--- src/rtl/pc_sequencer.sv ---
// Next-PC controller: arbitrates exception, eret, branch, jump, stall and sequential
// fetch each cycle and drives registered addr/PC_Write/flush plus EPC/cause state.
module pc_sequencer #(
  parameter logic [31:0] RESET_PC     = 32'h0000_3000,
  parameter logic [31:0] EXC_VECTOR   = 32'h0000_4180,
  parameter int unsigned FLUSH_CYCLES = 2,
  parameter int unsigned STALL_MAX    = 16
) (
  input  logic        clk,
  input  logic        reset,
  input  logic [31:0] pc_in,
  input  logic        stall_req,
  input  logic        branch_req,
  input  logic [31:0] branch_target,
  input  logic        jump_req,
  input  logic [31:0] jump_target,
  input  logic        exc_req,
  input  logic        eret_req,
  output logic [31:0] addr,
  output logic [2:0]  PC_Write,
  output logic        flush,
  output logic [31:0] epc,
  output logic        exc_active,
  output logic [1:0]  cause
);

  localparam int unsigned SCW = $clog2(STALL_MAX + 1);
  localparam int unsigned FCW = $clog2(FLUSH_CYCLES + 1);
  localparam logic [2:0]  PCW_LOAD = 3'b111;
  localparam logic [2:0]  PCW_HOLD = 3'b000;

  typedef enum logic [1:0] {S_BOOT, S_RUN, S_STALL, S_FLUSH} state_e;
  typedef enum logic [2:0] {A_BOOT, A_EXC, A_DROP, A_ERET, A_BRANCH, A_JUMP, A_HOLD, A_SEQ} act_e;

  state_e          state_q, state_d;
  logic [SCW-1:0]  stall_cnt_q, stall_cnt_d;
  logic [FCW-1:0]  flush_cnt_q, flush_cnt_d;
  logic [31:0]     addr_d, epc_d;
  logic [2:0]      pcw_d;
  logic            flush_d, exc_active_d;
  logic [1:0]      cause_d;

  act_e            act_c;
  logic [1:0]      exc_cause_c;
  logic [31:0]     sel_target_c;
  logic            misalign_c;
  logic            ext_exc_c;
  logic            stall_max_c;
  logic [SCW-1:0]  stall_inc_c;

  assign sel_target_c = branch_req ? branch_target : jump_target;
  assign misalign_c   = (branch_req | jump_req) & (sel_target_c[1:0] != 2'b00);
  assign ext_exc_c    = exc_req & ~exc_active;
  assign stall_max_c  = (stall_cnt_q == SCW'(STALL_MAX));
  assign stall_inc_c  = stall_max_c ? stall_cnt_q : stall_cnt_q + SCW'(1);

  // Priority decode of this cycle's action; squashed requests are ignored in FLUSH.
  always_comb begin
    act_c       = A_SEQ;
    exc_cause_c = 2'd0;
    case (state_q)
      S_BOOT:  act_c = A_BOOT;
      S_FLUSH: begin
        if (ext_exc_c) begin
          act_c       = A_EXC;
          exc_cause_c = 2'd1;
        end
      end
      default: begin
        if (ext_exc_c) begin
          act_c       = A_EXC;
          exc_cause_c = 2'd1;
        end else if (misalign_c && !exc_active) begin
          act_c       = A_EXC;
          exc_cause_c = 2'd2;
        end else if (misalign_c) begin
          act_c = A_DROP;
        end else if (eret_req && exc_active) begin
          act_c = A_ERET;
        end else if (branch_req) begin
          act_c = A_BRANCH;
        end else if (jump_req) begin
          act_c = A_JUMP;
        end else if (stall_req) begin
          if (stall_max_c && !exc_active) begin
            act_c       = A_EXC;
            exc_cause_c = 2'd3;
          end else begin
            act_c = A_HOLD;
          end
        end
      end
    endcase
  end

  // State register
  always_ff @(posedge clk or negedge reset) begin
    if (!reset) state_q <= S_BOOT;
    else        state_q <= state_d;
  end

  // Next-state and counter logic
  always_comb begin
    state_d     = S_RUN;
    stall_cnt_d = '0;
    flush_cnt_d = flush_cnt_q;
    case (act_c)
      A_EXC, A_ERET, A_BRANCH, A_JUMP: begin
        state_d     = (FLUSH_CYCLES > 1) ? S_FLUSH : S_RUN;
        flush_cnt_d = FCW'(FLUSH_CYCLES - 1);
      end
      A_DROP:  stall_cnt_d = stall_req ? stall_inc_c : '0;
      A_HOLD: begin
        state_d     = S_STALL;
        stall_cnt_d = stall_inc_c;
      end
      A_SEQ: begin
        if (state_q == S_FLUSH) begin
          flush_cnt_d = flush_cnt_q - FCW'(1);
          state_d     = (flush_cnt_q > FCW'(1)) ? S_FLUSH : S_RUN;
        end
      end
      default: state_d = S_RUN;
    endcase
  end

  // Output next values
  always_comb begin
    addr_d       = pc_in + 32'd4;
    pcw_d        = PCW_LOAD;
    flush_d      = 1'b0;
    epc_d        = epc;
    exc_active_d = exc_active;
    cause_d      = cause;
    case (act_c)
      A_BOOT:   addr_d = RESET_PC;
      A_EXC: begin
        addr_d       = EXC_VECTOR;
        flush_d      = 1'b1;
        epc_d        = pc_in;
        exc_active_d = 1'b1;
        cause_d      = exc_cause_c;
      end
      A_DROP, A_HOLD: begin
        addr_d = pc_in;
        pcw_d  = PCW_HOLD;
      end
      A_ERET: begin
        addr_d       = epc;
        flush_d      = 1'b1;
        exc_active_d = 1'b0;
        cause_d      = 2'd0;
      end
      A_BRANCH: begin
        addr_d  = branch_target;
        flush_d = 1'b1;
      end
      A_JUMP: begin
        addr_d  = jump_target;
        flush_d = 1'b1;
      end
      default:  flush_d = (state_q == S_FLUSH);
    endcase
  end

  // Registered outputs and counters
  always_ff @(posedge clk or negedge reset) begin
    if (!reset) begin
      addr        <= RESET_PC;
      PC_Write    <= PCW_HOLD;
      flush       <= 1'b0;
      epc         <= '0;
      exc_active  <= 1'b0;
      cause       <= 2'd0;
      stall_cnt_q <= '0;
      flush_cnt_q <= '0;
    end else begin
      addr        <= addr_d;
      PC_Write    <= pcw_d;
      flush       <= flush_d;
      epc         <= epc_d;
      exc_active  <= exc_active_d;
      cause       <= cause_d;
      stall_cnt_q <= stall_cnt_d;
      flush_cnt_q <= flush_cnt_d;
    end
  end

endmodule

--- config.mk ---
export PLATFORM = sky130hd
export DESIGN_NAME = pc_sequencer
export DESIGN_NICKNAME = d
export VERILOG_FILES = /design/src/rtl/pc_sequencer.sv
export SDC_FILE = /design/constraint.sdc
export NUM_CORES = 1
export LEC_CHECK = 0
export ABC_AREA = 1
export CORE_UTILIZATION = 24
export DETAILED_ROUTE_END_ITERATION = 6
export GPL_ROUTABILITY_DRIVEN = 0
export PLACE_DENSITY = 0.53
export SLEW_MARGIN = 20
export SYNTH_ARGS = -nofsm -noshare
export SYNTH_HDL_FRONTEND = slang
export SYNTH_SLANG_ARGS = --single-unit
--- constraint.sdc ---
create_clock -name clk -period 2.5 [get_ports clk]
set_clock_uncertainty 0.15 [all_clocks]
set_input_delay 0.375 -clock clk [delete_from_list [all_inputs] [get_ports clk]]
set_output_delay 0.375 -clock clk [all_outputs]
set_load 0.05 [all_outputs]
==> insert_results.sql <==
INSERT INTO impl_metrics (metric_group, metric, value, unit) VALUES
('outcome', 'outcome', 'completed', ''),
('synth', 'yosys_warnings', '0', ''),
('synth', 'xor_xnor_fraction_of_synth_area', '0.0563', ''),
('timing', 'max_slew.worst_pin.slew', '0.578', 'ns'),
('placement', 'place_area', '0.00739', 'mm2'),
('floorplan', 'die_width', '144', 'um'),
('synth', 'synth_simple_gate_area_frac', '0.372', ''),
('synth', 'cell_types_with_the_largest_area_share_after_synthesis', 'sky130_fd_sc_hd__dfrtp_1, sky130_fd_sc_hd__nand2_1, sky130_fd_sc_hd__nand3_1, sky130_fd_sc_hd__inv_1, sky130_fd_sc_hd__xor2_1', ''),
('placement', 'preCtsSetupSlack', '-0.207', 'ns'),
('layout', 'diodes', '0', ''),
('synth', 'area_share_of_the_largest_cell_type_after_synthesis', '0.394', ''),
('synth', 'synth.top_cells.by_count', 'sky130_fd_sc_hd__nand2_1, sky130_fd_sc_hd__nand3_1, sky130_fd_sc_hd__inv_1', ''),
('clock_network', 'clk_latency', '0.34', 'ns'),
('synth', 'synth_top_family_by_area', 'simple AND/OR/NAND/NOR gates', ''),
('clock_network', 'max-clock-path-buffers', '2', ''),
('min_path', 'min_path_type', 'reg2reg', ''),
('worst_setup_path', 'worstPathArrival', '2.44', 'ns'),
('synth', 'syn-cell-area', '0.00482', 'mm2'),
('synth', 'seq_area_frac_synth', '0.405', ''),
('worst_setup_path', 'worst_path_most_repeated_cell', 'sky130_fd_sc_hd__nand2_1', ''),
('layout', 'final_design_area_no_fill', '0.00783', 'mm2'),
('floorplan', 'core', '0.0196', 'mm2'),
('timing', 'timing.setup.tns', '0', 'ns'),
('synth', 'ys.flop_type', 'sky130_fd_sc_hd__dfrtp_1', ''),
('global_route', 'grt-busiest-layer', 'met2', ''),
('synth', 'synth-edff-count', '0', ''),
('clock_network', 'clk_transition_reported_paths', '0.06', 'ns'),
('timing', 'finalWorstPathRequiredPeriod', '2.32', 'ns'),
('floorplan', 'start_util', '0.246', ''),
('layout', 'layout_area_growth_over_synthesis', '62.4', '%'),
('routing', 'route.detailed.wl_per_inst', '15.3', 'um'),
('synth', 'syn-num-nets', '794', ''),
('routing', 'ant_nets', '0', ''),
('worst_setup_path', 'path_max_fanout', '16', ''),
('worst_setup_path', 'worstSetupStartpointType', 'flip-flop', ''),
('routing', 'firstDrtPassIters', '6', ''),
('synth', 'synth_mux_area_frac', '0.00208', ''),
('power_and_ir_drop', 'p_per_area', '1340', 'mW/mm2'),
('synth', 'yosys.cell_count.top_type', 'sky130_fd_sc_hd__nand2_1', ''),
('worst_setup_path', 'crit_chain', 'inv_1 -> ha_1 -> nand2_1 -> inv_1 -> nand3_1 -> nand2_1 -> nand2_1 -> nand2_1 -> nand2_2 -> a21oi_4 -> nand2_2 -> nor2_4 -> buf_12 -> buf_12 -> nand2_1 -> nand4_1', ''),
('synth', 'postSynthAreaPerCell', '7.03', 'um2'),
('worst_setup_path', 'crit_buf_inv', '4', ''),
('clock_network', 'clock_tree.root_cell', 'sky130_fd_sc_hd__clkbuf_16', ''),
('layout', 'design.final.nets', '1034', ''),
('clock_network', 'clock_tree.htree_level_count', '3', ''),
('worst_setup_path', 'timing_worst_setup_path_type', 'reg2reg', ''),
('worst_setup_path', 'critical-path-max-stage-delay', '0.40', 'ns'),
('timing', 'final_critical_path_setup_slack', '0.177', 'ns'),
('global_route', 'largest_net_degree_at_the_start_of_global_routing', '48', ''),
('clock_network', 'tritoncts', 'built', ''),
('synth', 'synth_cell_type_count', '28', ''),
('worst_setup_path', 'path_delay_family', 'simple AND/OR/NAND/NOR gates', ''),
('routing', 'route.detailed.vias_per_inst', '4.41', ''),
('synth', 'synth_largest_area_cell', 'sky130_fd_sc_hd__dfrtp_1', ''),
('power_and_ir_drop', 'ir_drop', '0.558', 'mV'),
('layout', 'finished_core_util', '0.400', ''),
('placement', 'detailedPlacementHpwl', '14500', 'um'),
('floorplan', 'fp.dieArea', '0.0207', 'mm2'),
('synth', 'synth_compound_area_frac', '0.0516', ''),
('global_route', 'first_global_vias', '5150', ''),
('floorplan', 'dieHeight', '144', 'um'),
('global_route', 'grt.total_usage', '0.184', ''),
('worst_setup_path', 'critical_path.slowest_cell', 'sky130_fd_sc_hd__dfrtp_1', ''),
('timing', 'slew_viol_final', '0', ''),
('worst_setup_path', 'critPathRequiredTime', '2.62', 'ns'),
('clock_network', 'cts-buffers-inserted', '9', ''),
('routing', 'detailroute.via_count', '5276', ''),
('global_route', 'grt_use_met3', '0.0566', ''),
('power_and_ir_drop', 'post-layout-total-power', '0.0105', 'W'),
('floorplan', 'fp-row-count', '51', ''),
('timing', 'finalCritPeriodShare', '0.929', '');
[cell usage in the layout, fill, tap and decap left out, drive strengths merged]
cell type,netlist,final
xnor2,1,1
clkbuf,10,12
nor4,3,3
xor2,30,30
nand3,90,90
nor2,48,48
nand4,32,32
bufinv,0,1
clkinv,0,1
inv,87,87
dfstp,2,2
dfrtp,76,76
buf,19,84
o21ai,44,44
ha,5,5
mux2i,1,1
a211oi,1,1
dlygate4sd3,0,1
clkdlybuf4s50,0,172
clkinvlp,0,3
nor3,20,20
and3,1,1
nand2,214,214
a21oi,2,2
[sequential cells by signal (all words and copies together), names as in the netlist]
signal,flops
flush_cnt_q,2
PC_Write,1
stall_cnt_q,5
exc_active,1
epc,32
cause,2
addr,32
flush,1
state_q,2
[area by class of cell]
type | count | area [um2]
Clock inverter | 5 | 57.6
Inverter | 87 | 327
Tap cell | 265 | 332
Fill cell | 2064 | 11800
Timing Repair Buffer | 258 | 2490
Multi-Input combinational cell | 492 | 2420
Sequential cell | 78 | 1950
Clock buffer | 11 | 253
[path summary, 6_finish.rpt]
path	startpoint	end	slack, ns	depth (start not counted)
max in group asynchronous	reset	addr[6]	1.19	3
hold / removal	flush_cnt_q[1]	flush_cnt_q[1]	0.36	2
setup / recovery	stall_cnt_q[1]	addr[21]	0.18	16
setup reg to reg	stall_cnt_q[1]	addr[21]	0.18	16
min in group asynchronous	reset	epc[13]	0.40	2
hold reg to reg	flush_cnt_q[1]	flush_cnt_q[1]	0.36	2
[metrics by stage]
| step | hold WS, ns | instances |
|---|---|---|
| floorplan | -0.0706 | 686 |
| global placement | 0.251 | 1170 |
| detailed placement | 0.249 | 1170 |
| CTS | 0.362 | 1187 |
| global route | 0.393 | 1196 |
| finish | 0.359 | 1196 |
[power by group]
| part | total, W | internal (W) | switching [W] |
|---|---|---|---|
| combinational | 0.00695 | 0.00255 | 0.00440 |
| sequential | 0.00216 | 0.00184 | 0.000320 |
| clock | 0.00138 | 0.000826 | 0.000558 |
| total | 0.0105 | 0.00522 | 0.00527 |
[cells by family (layout without fill, tap and decap cells)]
logic type,count (synthesis),after routing
flip-flops,78,78
AO/OA/AOI/OAI,47,47
AND/OR/NAND/NOR,408,408
XOR/XNOR,31,31
multiplexers,1,1
adder cells (fa/ha/maj),5,5
buffers and inverters,116,361
[repair_timing]
item,in CTS,in global routing
setup endpoints to repair,0,41
resized for setup,0,8
endpoints found under the hold margin,35,0
setup buffers,0,8
hold buffers,1,0
[worst min-delay path, delay by kind of cell, from the launching register on]
kind	cells	cell delay, ns
DFF	1	0.34
and+or+nand+nor	2	0.13
[per-layer routing]
| layer | share of wire | wire length, um | vias up |
|---|---|---|---|
| li1 | - | - | 2688 |
| met1 | 0.46 | 8360 | 2415 |
| met2 | 0.46 | 8330 | 158 |
| met3 | 0.073 | 1340 | 15 |
| met4 | 0.012 | 227 | 0 |
| met5 | 0 | 0 | - |
No activity file was read; power rests on OpenSTA's default activity.
